File: config.mk
export PLATFORM = sky130hd
export DESIGN_NAME = mips_muldiv
export DESIGN_NICKNAME = d
export VERILOG_FILES = /design/src/rtl/mips_muldiv.sv
export SDC_FILE = /design/constraint.sdc
export NUM_CORES = 1
export LEC_CHECK = 0
export BUFFER_PORTS_ARGS = -buffer_cell sky130_fd_sc_hd__buf_2
export CORE_MARGIN = 4
export CORE_UTILIZATION = 33
export CTS_CLUSTER_SIZE = 16
export DETAILED_ROUTE_END_ITERATION = 10
export GPL_TIMING_DRIVEN = 0
export PLACE_DENSITY = 0.62
export SETUP_SLACK_MARGIN = 0.5
export SLEW_MARGIN = 5
export SYNTH_ARGS = -nofsm -noshare
export SYNTH_HDL_FRONTEND = slang
export SYNTH_SLANG_ARGS = --single-unit
File: constraint.sdc
create_clock -name clock -period 5.7 [get_ports clock]
set_input_delay 0.285 -clock clock [delete_from_list [all_inputs] [get_ports clock]]
set_output_delay 0.285 -clock clock [all_outputs]
set_load 0.005 [all_outputs]
File: src/rtl/mips_muldiv.sv
// Iterative radix-2 multiply/divide unit owning the HI/LO pair; one step per cycle, 33-cycle latency.
// Optional two's-complement MULT/DIV support is built when MULDIV_SIGNED_EN is defined.
module mips_muldiv #(
  parameter int unsigned ITER = 32
) (
  input  logic        clock,
  input  logic        reset,
  input  logic        start,
  input  logic [1:0]  op,
  input  logic [31:0] rs_data,
  input  logic [31:0] rt_data,
  input  logic        hi_we,
  input  logic        lo_we,
  output logic        busy,
  output logic        done,
  output logic        div_by_zero,
  output logic [31:0] hi,
  output logic [31:0] lo
);

  typedef enum logic [1:0] {IDLE, RUN, FIN} state_t;

  state_t      state, state_nxt;
  logic [5:0]  count;
  logic [63:0] acc;
  logic [31:0] operand_b;
  logic [31:0] rs_raw;
  logic        is_div;
  logic        zero_div;
  logic [31:0] rs_mag, rt_mag;
  logic [32:0] sum, trial;
  logic [63:0] mul_next, div_next;
  logic [31:0] res_hi, res_lo;

`ifdef MULDIV_SIGNED_EN
  logic neg_q, neg_r;
  logic op_signed;

  always_comb begin
    op_signed = ~op[0];
    rs_mag = (op_signed && rs_data[31]) ? -rs_data : rs_data;
    rt_mag = (op_signed && rt_data[31]) ? -rt_data : rt_data;
  end
`else
  always_comb begin
    rs_mag = rs_data;
    rt_mag = rt_data;
  end
`endif

  // Multiply consumes the multiplier from acc[0] while the product grows in from the top;
  // divide shifts the dividend out of the low half as quotient bits shift in behind it.
  always_comb begin
    sum      = {1'b0, acc[63:32]} + {1'b0, operand_b};
    mul_next = acc[0] ? {sum, acc[31:1]} : {1'b0, acc[63:1]};
    trial    = acc[63:31] - {1'b0, operand_b};
    div_next = trial[32] ? {acc[62:0], 1'b0} : {trial[31:0], acc[30:0], 1'b1};
  end

  always_comb begin
    res_hi = acc[63:32];
    res_lo = acc[31:0];
`ifdef MULDIV_SIGNED_EN
    if (!is_div && neg_q) begin
      {res_hi, res_lo} = -acc;
    end
    if (is_div) begin
      if (neg_q) res_lo = -acc[31:0];
      if (neg_r) res_hi = -acc[63:32];
    end
`endif
    if (zero_div) begin
      res_hi = rs_raw;
      res_lo = '1;
    end
  end

  always_ff @(posedge clock or negedge reset) begin
    if (!reset) begin
      state <= IDLE;
    end else begin
      state <= state_nxt;
    end
  end

  always_comb begin
    state_nxt = state;
    case (state)
      IDLE:    if (start) state_nxt = RUN;
      RUN:     if (count == 6'd1) state_nxt = FIN;
      FIN:     state_nxt = IDLE;
      default: state_nxt = IDLE;
    endcase
  end

  always_ff @(posedge clock or negedge reset) begin
    if (!reset) begin
      count       <= '0;
      acc         <= '0;
      operand_b   <= '0;
      rs_raw      <= '0;
      is_div      <= 1'b0;
      zero_div    <= 1'b0;
      busy        <= 1'b0;
      done        <= 1'b0;
      div_by_zero <= 1'b0;
      hi          <= '0;
      lo          <= '0;
`ifdef MULDIV_SIGNED_EN
      neg_q       <= 1'b0;
      neg_r       <= 1'b0;
`endif
    end else begin
      done <= 1'b0;
      case (state)
        IDLE: begin
          if (start) begin
            is_div      <= op[1];
            rs_raw      <= rs_data;
            zero_div    <= op[1] && (rt_data == '0);
            operand_b   <= op[1] ? rt_mag : rs_mag;
            acc         <= {32'b0, (op[1] ? rs_mag : rt_mag)};
            count       <= 6'(ITER);
            busy        <= 1'b1;
            div_by_zero <= 1'b0;
`ifdef MULDIV_SIGNED_EN
            neg_q       <= op_signed & (rs_data[31] ^ rt_data[31]);
            neg_r       <= op_signed & op[1] & rs_data[31];
`endif
          end else begin
            if (hi_we) hi <= rs_data;
            if (lo_we) lo <= rs_data;
          end
        end
        RUN: begin
          acc   <= is_div ? div_next : mul_next;
          count <= count - 6'd1;
        end
        FIN: begin
          hi   <= res_hi;
          lo   <= res_lo;
          done <= 1'b1;
          busy <= 1'b0;
          if (zero_div) div_by_zero <= 1'b1;
        end
        default: ;
      endcase
    end
  end

endmodule

==> Word-level counts from Yosys, hierarchy flattened <==
Cells that the tools add are included.
{ "word_totals": {"ff_bits": 205, "in_bits": 71, "out_inout_bits": 67} }
{ "op_classes": {"add_sub_neg": 3, "n_eq_ne": 9, "mux": 26, "n_reduce_logical": 12} }
{ "op_table": {"columns": ["operator", "n"], "rows": [
  ["$mux 32", 8],
  ["$mux 64", 4],
  ["$pmux 32 s2", 2],
  ["$pmux 64 s2", 1],
  ["$add 32x32->33", 1],
  ["$sub 33x32->33", 1],
  ["$logic_not 32->1", 1],
  ["$ne 2x2->1 const B", 6],
  ["$pmux 6 s2", 1],
  ["$reduce_and 3->1", 3],
  ["$reduce_and 2->1", 4],
  ["$eq 6x1->1 const B", 1],
  ["$mux 6", 1],
  ["$sub 6x1->6 const B", 1],
  ["$mux 1", 4],
  ["$mux 2", 2],
  ["$pmux 1 s2", 2],
  ["$pmux 2 s2", 1],
  ["$reduce_bool 2->1", 2],
  ["$eq 2x1->1 const B", 1],
  ["$eq 2x2->1 const B", 1],
  ["$logic_not 2->1", 1],
  ["$logic_and 1x1->1", 1]
]} }

==> Longest topological paths before layout <==
Gate-level depths: netlist (run 1).
{ "depth": {"word_depth": 4, "ltp_mapped": 14} }

==> Worst setup path after synthesis (run 1) <==
OpenSTA, ideal clock, no wires.
{ "synth_timing": {"path_kind": "reg-to-reg", "start": "register acc[31]", "end": "register acc[50]", "setup_time_ns": 0.126, "t_arrival_ns": 2.961, "setup_slack_ns": 2.613, "path_stages_with_launch": 13, "path_buffers": 0, "synth_period_minus_slack_ns": 3.087, "cell_sequence": "dfrtp_1 > inv_1 > ha_1 > fa_1 > nand2b_1 > a21o_1 > and3_4 > o211a_1 > nor3_4 > nor3_2 > nor2_4 > mux2_4 > a221o_1"} }
{ "synth_between": {"elab_chain_cells": 4} }
{ "synth_rtl": {"columns": ["element", "line", "source"], "rows": [
  ["from (decl)", "25", "logic [63:0] acc;"],
  ["from (signal assigned)", "122", "acc <= {32'b0, (op[1] ? rs_mag : rt_mag)};"],
  ["from (signal assigned)", "136", "acc <= is_div ? div_next : mul_next;"],
  ["$sub 33x32->33", "56", "trial = acc[63:31] - {1'b0, operand_b};"],
  ["$mux 64", "57", "div_next = trial[32] ? {acc[62:0], 1'b0} : {trial[31:0], acc[30:0], 1'b1};"],
  ["$mux 64", "136", null],
  ["$pmux 64 s2", "115", "case (state)"]
]} }
Every way passes these cells.
A chain may end at the register's enable or synchronous reset.

==> Worst setup path after layout (run 1) <==
Same ends and word-level chain as after synthesis.

==> metrics, run 1 <==
Die X 216 um; drc violations 0; max_cap viols 0; Worst Reg-to-Reg Cells 12; Post-synth top flop dfrtp_1; Worst path max stage delay 550 ps; CTS Buffer Depth 3; Place WS 1950 ps; unrepaired setup endpoints after global routing no; Yosys top cell area share 35.8%; IR drop worst, VDD 0.300 mV; Clock Skew 19.4 ps; Post-synth EDFFs 0; GR Util met2 35.3%; global route total overflow 0; DRT Wirelength 51200 um; initial core utilization 33.3%; total core area 0.0430 mm^2; Critical Path RT 6110 ps; Tot Pwr 11.7 mW; DR vias 13.6k; Syn Nets 1847; Finished Layout Cells 2470; final core occ 38.5%; Final nets 2009; max-slew violation count 0; leading post-synthesis cells by cell area dfrtp_1 (36%), mux2i_1 (11%), nand2_1 (7.9%); Final period util 66.9%; HPWL after DPL 40400 um; TritonCTS Buffers 22; PortBufs 136; relative slew slack 23.8%; vias in the first global route 13.7k; Min Clock Period, post-route 3810 ps; Row Count 76; Clock H-tree levels 1; CP Capture Type flip-flop; DR vias/cell 5.51; FILL cells 4521; WL/cell 20.7 um; GP Congestion 0.921; share of post-route cells with drive strength above 1 10.7%; RR Endpoint acc[50]; Hold Path End rs_raw[21]; Syn Inst Count 1708; startpoint types flip-flop; post-synthesis register bit count 205; Crit Path Class flip-flop to flip-flop; Final Hold Fails 0; sw frac 49.0%; largest net degree at the start of global routing 108; CP Cell Sequence inv_1 > ha_1 > fa_1 > nand2b_1 > a21o_1 > and3_4 > o211a_1 > nor3_4 > nor3_2 > nor2_4 > mux2_4 > a221o_1; Hold Crit Start rs_data[21]; initial antenna violation count 0; synthesized area per cell 8.39 um^2; drt pass-1 iters 5; DR iter-0 viols 1172; TNS Setup 0 ps; Switch Pwr 5.75 mW; worst hold path cell count 3; GRT met3 Usage 3.32%; post-route worst setup slack 1890 ps; GRT Util Overall 21.1%; r2r startpoint acc[31]; Reg clk slew, reported paths 60 ps; Max stage delay cell, worst path dfrtp_1; GR peak layer met2; DIE AREA 0.0468 mm^2; placed cells 2430; DIE HEIGHT 216 um; first-pass GRT wire length 78900 um; Finished Cell Area 0.0166 mm^2; status complete, no violations; Hold Slack 33.0 ps; Max FO, Critical Path 10; # diodes 0; Pwr Density 708 mW/mm^2; Yosys cell types 83; clock sinks 205; Area Growth Syn to Fin 15.6%; Post-synth ARST share 100%; Max Freq 262 MHz; Seq/Total Area, Yosys 35.8%; combinational power share 61.8%; crit path DAT 4230 ps; yosys warns 0; Static Leak 7.46 nW; dpl cell area 0.0158 mm^2; I/O Pins 138; Worst Tran Pin Value 1140 ps; CTS tree done; Setup Viol. Count Final 0; Seq pwr share 25.1%; met1 Use GR 27.5%; clock share of power 13.1%; post-synth top area cell dfrtp_1; Worst-Skew Late Latency 530 ps; Pint 5.98 mW; worst hold path class input pin to flip-flop; final antenna-violating net count 0; clk root buf clkbuf_16; r2r setup slk 1890 ps; cell area after synthesis 0.0143 mm^2
==> layout make-up <==
type	count	area [um^2]	share of cell area, %
Buffer	109	437	2.64
Clock inverter	3	65.1	0.393
Tap cell	585	732	4.42
Multi-Input combinational cell	1340	8560	51.7
Timing Repair Buffer	138	728	4.40
Clock buffer	36	704	4.25
Sequential cell	205	5130	31.0
Inverter	54	203	1.22
==> worst max path at each step <==
stage / start / endpoint / cells after the start
after floorplan: acc[31] / acc[50] / 12
after global placement: reset / hi[9] / 1
after detailed placement: acc[31] / acc[50] / 12
after CTS: acc[31] / acc[50] / 12
after global routing: acc[31] / acc[40] / 13
final: acc[31] / acc[50] / 12
==> registers in the layout (all words and copies together) (netlist names) <==
signal,flops
hi,32
count,6
state,2
zero_div,1
div_by_zero,1
rs_raw,32
lo,32
done,1
busy,1
is_div,1
acc,64
operand_b,32
==> critical path: cells and delay by family (launching register included) <==
kind / cells / cell delay (ps)
muxes: 1 / 350
adders and majority gates: 2 / 650
and+or+nand+nor: 5 / 1230
AOI/OAI and AO/OA: 3 / 820
buffers and inverters: 1 / 90
DFF: 1 / 550
==> cell usage in the layout, fill, tap and decap left out, drive strengths merged, types with 5 or more instances in the layout <==
master  Yosys  routed
nor2       87      87
ha         66      66
inv        54      54
nor4       12      12
o21ai     189     189
nand4       9       9
a311oi      5       5
o221ai      6       6
a21o       29      29
o211ai     56      56
a211oi     18      18
a21oi     124     124
nor3       24      24
o21a       10      10
o31a        5       5
clkbuf     84     120
nand3      18      18
nor2b      21      21
xnor2      21      21
nor3b       7       7
mux2i     152     152
nand3b      5       5
xor2       23      23
nand2b     16      16
nand2     303     303
and3       11      11
o22ai      32      32
a31oi      11      11
dfrtp     205     205
buf        25     162
o31ai       7       7
==> Yosys cell counts, types with 5 or more instances <==
master,number
a31oi_1,11
nor3b_1,7
o21ai_0,170
o31ai_1,7
xnor2_1,21
nand2b_1,16
xor2_1,23
nor2b_1,21
o21ai_1,18
nor2_1,86
o21a_1,8
nor4_1,12
o31a_1,5
a21oi_1,123
nand4_1,9
dfrtp_1,205
a211oi_1,18
ha_1,66
o22ai_1,32
inv_1,53
and3_1,10
nand3_1,18
o221ai_1,6
buf_2,10
mux2i_1,152
o211ai_1,55
a21o_1,29
nor3_1,22
buf_1,13
clkbuf_1,84
nand3b_1,5
nand2_1,302
a311oi_1,5
==> kinds of logic (layout without fill, tap and decap cells) <==
group                      Yosys count  count (layout)  synth area share [%]
AOI/OAI and AO/OA                  540             540                  23.5
xor gates and xnor gates            44              44                  2.69
and+or+nand+nor                    534             534                  16.7
muxes                              154             154                  10.8
adders and majority gates           68              68                  6.04
DFF                                205             205                  35.8
buffers and inverters              163             340                  4.46
==> routing by layer <==
metal	wire (um)	vias up
li1	-	6494
met1	22200	6534
met2	23800	482
met3	3080	100
met4	2140	0
met5	0	-
==> repair_timing <==
action,in CTS,in global routing
resized for setup,0,0
buffers inserted,0,0
endpoints found under the hold margin,98,0
hold buffers,1,0
setup endpoints to repair,0,0
==> power by group through the flow <==
| stage | sequential [mW] | clock [mW] | combinational, mW |
|---|---|---|---|
| 6_report | 2.94 | 1.54 | 7.25 |
| 5_1_grt | 3.02 | 1.62 | 8.02 |
| 3_3_place_gp | 2.91 | 0 | 7.03 |
| 2_1_floorplan | 2.63 | 0 | 5.24 |
| 4_1_cts | 2.90 | 1.56 | 7.19 |
| 3_5_place_dp | 2.91 | 0 | 7.13 |
(Power assumes the default switching activity.)
==> inputs of run 2 (changes only) <==
==> constraint.sdc (replaced) <==
create_clock -name clock -period 3.92 [get_ports clock]
set_input_delay 0.196 -clock clock [delete_from_list [all_inputs] [get_ports clock]]
set_output_delay 0.196 -clock clock [all_outputs]
set_load 0.005 [all_outputs]
==> run 2 against run 1 <==
- hold slack got worse by 3.9 ps
- critical path depth rose by 2
- global-route usage is 0.27 points higher
- final cell count grew 1.7%
- die area is the same
- register-to-register slack got worse by 1300 ps
- first-iteration DRC count decreased by 4.9%
- final area up 3.0%
- wire length is 1.4% higher
- maximum frequency up 14%
- worst setup slack worse by 1300 ps
- non-clock buffer count rose by 43
- critical path type unchanged
==> metrics, run 2 (synthesis gave the netlist of run 1 again) <==
status complete, no violations; DR iter-0 viols 1115; Min Clock Period, post-route 3360 ps; CP Capture Type flip-flop; Final nets 2052; Setup Viol. Count Final 0; first-pass GRT wire length 79900 um; Die X 216 um; Critical Path RT 4330 ps; drc violations 0; largest net degree at the start of global routing 108; RR Endpoint acc[58]; Row Count 76; Hold Path End operand_b[22]; initial core utilization 33.3%; CTS tree done; IR drop worst, VDD 0.438 mV; I/O Pins 138; DIE AREA 0.0468 mm^2; r2r setup slk 560 ps; Worst-Skew Late Latency 530 ps; Tot Pwr 17.4 mW; total core area 0.0430 mm^2; DIE HEIGHT 216 um; HPWL after DPL 40400 um; Worst Reg-to-Reg Cells 14; CTS Buffer Depth 3; global route total overflow 0; GRT Util Overall 21.4%; Area Growth Syn to Fin 19.1%; Clock Skew 22.6 ps; crit path DAT 3770 ps; initial antenna violation count 0; CP Cell Sequence inv_1 > ha_2 > fa_2 > nand2b_4 > a21o_1 > and3_4 > o211a_4 > nor3_4 > buf_6 > o21ai_4 > nand2_4 > buf_8 > o211ai_1 > a32o_1; max_cap viols 0; final antenna-violating net count 0; Hold Crit Start rt_data[22]; TritonCTS Buffers 22; Static Leak 7.67 nW; Crit Path Class flip-flop to flip-flop; DRT Wirelength 51900 um; # diodes 0; Worst Path Buf+Inv 3; WL/cell 20.6 um; clock sinks 205; unrepaired setup endpoints after global routing yes; Reg with most FFs acc; relative slew slack 22.8%; share of post-route cells with drive strength above 1 11.7%; TNS Setup 0 ps; Pwr Density 1020 mW/mm^2; max-slew violation count 0; DR vias/cell 5.50; Max FO, Critical Path 10; Top Family by Delay on Critical Path compound AO/OA/AOI/OAI gates; GP Congestion 0.921; Max Freq 298 MHz; Worst Tran Pin Value 1150 ps; Worst path max stage delay 430 ps; Reg clk slew, reported paths 60 ps; Max stage delay cell, worst path dfrtp_2; most frequent cells in the layout nand2_1 (302), dfrtp_1 (202), o21ai_0 (170); max reg flops 64; worst hold path class input pin to flip-flop; Hold Slack 29.1 ps; clk root buf clkbuf_16; Clock H-tree levels 1; PortBufs 136; worst hold path cell count 3; most common cell after layout, fill and taps aside nand2_1; r2r startpoint acc[31]; startpoint types flip-flop; DR vias 13.8k; Final period util 85.6%; Final Hold Fails 0; vias in the first global route 14.0k; drt pass-1 iters 5
## run 2: per-stage QoR
step | setup WS (ps) | cell area [um^2] | instances | util, %
after detailed placement | 166 | 15800 | 2430 | 36.7
after CTS | 489 | 17000 | 2510 | 39.5
final | 563 | 17100 | 2513 | 39.7
after global placement | -890 | 15700 | 2429 | 36.6
after floorplan | 833 | 14300 | 1708 | -
after global routing | 467 | 17100 | 2513 | 39.7
## run 2: repair_timing
item                                   4_1_cts  5_1_grt
endpoints found under the hold margin      132        0
hold buffers                                36        0
setup endpoints to repair                   32       31
buffers inserted                             5        3
resized for setup                            8       15
pin swaps                                    2        4
## run 2: tightest hold or removal path, stage by stage
cell and delay [ps]:
buf_2 110, mux2i_1 80, a21oi_1 130
## run 2: layout make-up
cell class              count  area (um^2)
fillers                  4485        25900
well taps                 585          732
plain buffers             109          450
multi-input cells        1340         8630
repair buffers            181         1140
clock buffers              36          704
inverters                  54          203
clock inverters             3         65.1
flip-flops and latches    205         5130
## run 2: worst max path at each step
stage / startpoint / cells past startpoint / end / slack (ps)
5_1_grt: acc[33] / 11 / acc[61] / 470
4_1_cts: acc[32] / 11 / acc[50] / 490
3_5_place_dp: acc[31] / 12 / acc[50] / 170
3_3_place_gp: reset / 1 / hi[9] / -890
6_report: acc[31] / 14 / acc[58] / 560
2_1_floorplan: acc[31] / 12 / acc[50] / 830
## run 2: report_power, final
part | internal [mW] | switching, mW
combinational | 4.39 | 6.45
sequential | 3.12 | 1.15
clock | 1.35 | 0.890
## run 2: routing by layer
layer  vias to the layer above  part of all wire, %  GRT usage (%)
met3                       115                  6.1           2.99
met2                       496                   46           35.9
li1                       6571                    -              -
met1                      6635                   43           27.8
met4                         0                  4.6           8.96
met5                         -                    0              0
==> inputs of run 3 (changes only) <==
--- a/config.mk
+++ b/config.mk
@@ -5,13 +5,15 @@
 export SDC_FILE = /design/constraint.sdc
 export NUM_CORES = 1
 export LEC_CHECK = 0
+export ABC_AREA = 1
 export BUFFER_PORTS_ARGS = -buffer_cell sky130_fd_sc_hd__buf_2
 export CORE_MARGIN = 4
 export CORE_UTILIZATION = 33
+export CTS_CLUSTER_DIAMETER = 80
 export CTS_CLUSTER_SIZE = 16
 export DETAILED_ROUTE_END_ITERATION = 10
 export GPL_TIMING_DRIVEN = 0
-export PLACE_DENSITY = 0.62
+export PLACE_DENSITY = 0.61
 export SETUP_SLACK_MARGIN = 0.5
 export SLEW_MARGIN = 5
 export SYNTH_ARGS = -nofsm -noshare
==> run 3 against run 2 <==
- final cell count is 26% higher
- area after synthesis is 7.0% higher
- wire length is 26% higher
- sequential share of layout area is 0.90 points lower
- critical path depth is 6 higher
- register-to-register slack better by 110 ps
- core utilization is 1.2 points lower
- worst setup slack better by 110 ps
- largest power group is now registers
==> metrics, run 3 <==
status complete, no violations; startpoint types flip-flop; FILL cells 4928; Worst Tran Pin Value 1080 ps; WL/cell 20.6 um; Clock Skew 21.9 ps; DR vias 16.7k; PortBufs 136; total core area 0.0457 mm^2; Max FO, Critical Path 10; IR drop worst, VDD 0.265 mV; Crit Path Class flip-flop to flip-flop; GP Congestion 0.961; CTS tree done; Area Growth Syn to Fin 14.7%; share of post-route cells with drive strength above 1 7.81%; most common cell after layout, fill and taps aside nand2_1; max reg flops 64; initial core utilization 33.6%; Seq/Total Area, Yosys 33.5%; FF+latch area 0.00513 mm^2; Syn Inst Count 2376; Worst-Skew Late Latency 520 ps; DRT Wirelength 65200 um; Yosys cell types 44; Max Freq 308 MHz; Static Leak 9.04 nW; synthesized area per cell 6.45 um^2; drt pass-1 iters 5; Die X 224 um; GRT Util Overall 25.2%; relative slew slack 27.7%; post-synthesis register bit count 205; post-synth top area cell dfrtp_1; final core occ 38.5%; Syn Nets 2515; final antenna-violating net count 0; Final Hold Fails 0; Final nets 2696; largest net degree at the start of global routing 74; Row Count 78; HPWL after DPL 53200 um; DR vias/cell 5.29; DIE AREA 0.0500 mm^2; Post-synth top flop dfrtp_1; Post-synth EDFFs 0; DR iter-0 viols 1773; Clock H-tree levels 1; crit path DAT 3650 ps; Place WS 579 ps; max_cap viols 0; TritonCTS Buffers 18; yosys warns 0; Post-synth ARST share 100%; CP Capture Type flip-flop; Final period util 82.8%; combined area of the multi-input logic cells 0.00859 mm^2; clock sinks 205; max-slew violation count 0; Setup Viol. Count Final 0; Reg with most FFs acc; leading post-synthesis cells by cell area dfrtp_1 (33%), nand2_1 (16%), o21ai_0 (9.1%); post-route worst setup slack 674 ps; CTS Buffer Depth 3; drc violations 0; Min Clock Period, post-route 3250 ps; Reg clk slew, reported paths 90 ps; initial antenna violation count 3; top cells by count, synth nand2_1 (636), inv_1 (303), o21ai_0 (278), nor2_1 (253), a21oi_1 (226); most frequent cells in the layout nand2_1 (635), inv_1 (303), o21ai_0 (278); I/O Pins 138; DIE HEIGHT 224 um; worst hold path class input pin to flip-flop; unrepaired setup endpoints after global routing no; first-pass GRT wire length 97900 um; Pwr Density 234 mW/mm^2; vias in the first global route 16.2k; Yosys top cell area share 33.5%; most numerous cell in the Yosys netlist nand2_1; cell area after synthesis 0.0153 mm^2; Critical Path RT 4320 ps; global route total overflow 0; clk root buf clkbuf_16
## run 3: cell types whose count changed after synthesis, moves of 51 or more
cell / change
a21oi_1: +103
inv_1: +250
mux2i_1: -151
nand2_1: +334
nand3_1: +92
nor2_1: +167
o211ai_1: -51
o21ai_0: +108
## run 3: report_power, final
group	switching, mW	internal, mW	leakage [nW]	total (mW)
clock network	0.889	0.886	0.253	1.77
registers	0	2.11	2.41	2.11
logic	0.154	0.0682	6.37	0.222
total	1.04	3.07	9.04	4.11
## run 3: critical path, cell delays in order, from the launching register on
cell     delay [ps]
dfrtp_2         400
inv_1           140
ha_1            290
fa_1            380
inv_1            70
nand2_1          80
nand2_2         120
nand3_1         110
nand2_2         140
nand2_1          60
nand2_1         150
nand2_2         140
nand2_2         100
nand2_4         130
nand2_8         130
buf_6           190
nand2_1          80
o21ai_1         150
nand2_1          90
nand2_1         100
nand2_1          50
## run 3: area by class of cell
| cell class | instances | share of cell area (%) |
|---|---|---|
| clock inverters | 4 | 0.249 |
| repair buffers | 161 | 5.52 |
| well taps | 600 | 4.27 |
| multi-input cells | 1753 | 48.9 |
| flip-flops and latches | 205 | 29.2 |
| clock buffers | 20 | 2.73 |
| diodes | 1 | 0.0142 |
| inverters | 313 | 6.70 |
| plain buffers | 105 | 2.47 |
## run 3: path summary, 6_finish.rpt
path	start	endpoint	slack [ps]	cells after the start
min reg2reg	rs_raw[4]	rs_raw[4]	490	2
min in group asynchronous	reset	acc[5]	220	2
max reg2reg	acc[31]	acc[46]	670	20
max in group asynchronous	reset	acc[62]	2940	3
max	acc[31]	acc[46]	670	20
min	rs_data[26]	rs_raw[26]	10	3
## run 3: metal layers
layer / track usage (%) / share of wire [%]
met1: 34.7 / 43
met2: 42.5 / 46
met3: 2.86 / 7.6
met4: 6.26 / 2.6
met5: 0 / 0.026
## run 3: cells by family (layout without fill, tap and decap cells)
group / count (synthesis) / count (layout) / synth area share (%)
buf+inv: 418 / 603 / 10.5
mux: 1 / 1 / 0.0653
other cells: 0 / 1 / 0
simple gates: 1065 / 1065 / 28.4
flops: 205 / 205 / 33.5
xor+xnor: 21 / 21 / 1.20
compound gates: 598 / 598 / 20.7
fa+ha+maj: 68 / 68 / 5.65
## run 3: through the flow
| stage | hold slack, ps | setup TNS, ps | power, mW | instance area [um^2] | std cells |
|---|---|---|---|---|---|
| 3_3_place_gp | 466 | -197000 | 2.35 | 16800 | 3112 |
| 4_1_cts | 1.70 | 0 | 4.14 | 17600 | 3159 |
| 6_report | 14.1 | 0 | 4.11 | 17600 | 3162 |
| 3_5_place_dp | 180 | 0 | 2.36 | 16800 | 3114 |
| 5_1_grt | 21.3 | 0 | 4.24 | 17600 | 3161 |
| 2_1_floorplan | -99.6 | 0 | 2.21 | 15300 | 2376 |
## run 3: timing repair
action / in CTS / in global routing
hold buffers: 21 / 0
hold endpoints to repair: 86 / 0
setup endpoints to repair: 0 / 22
resized for setup: 0 / 2
buffers inserted: 0 / 2
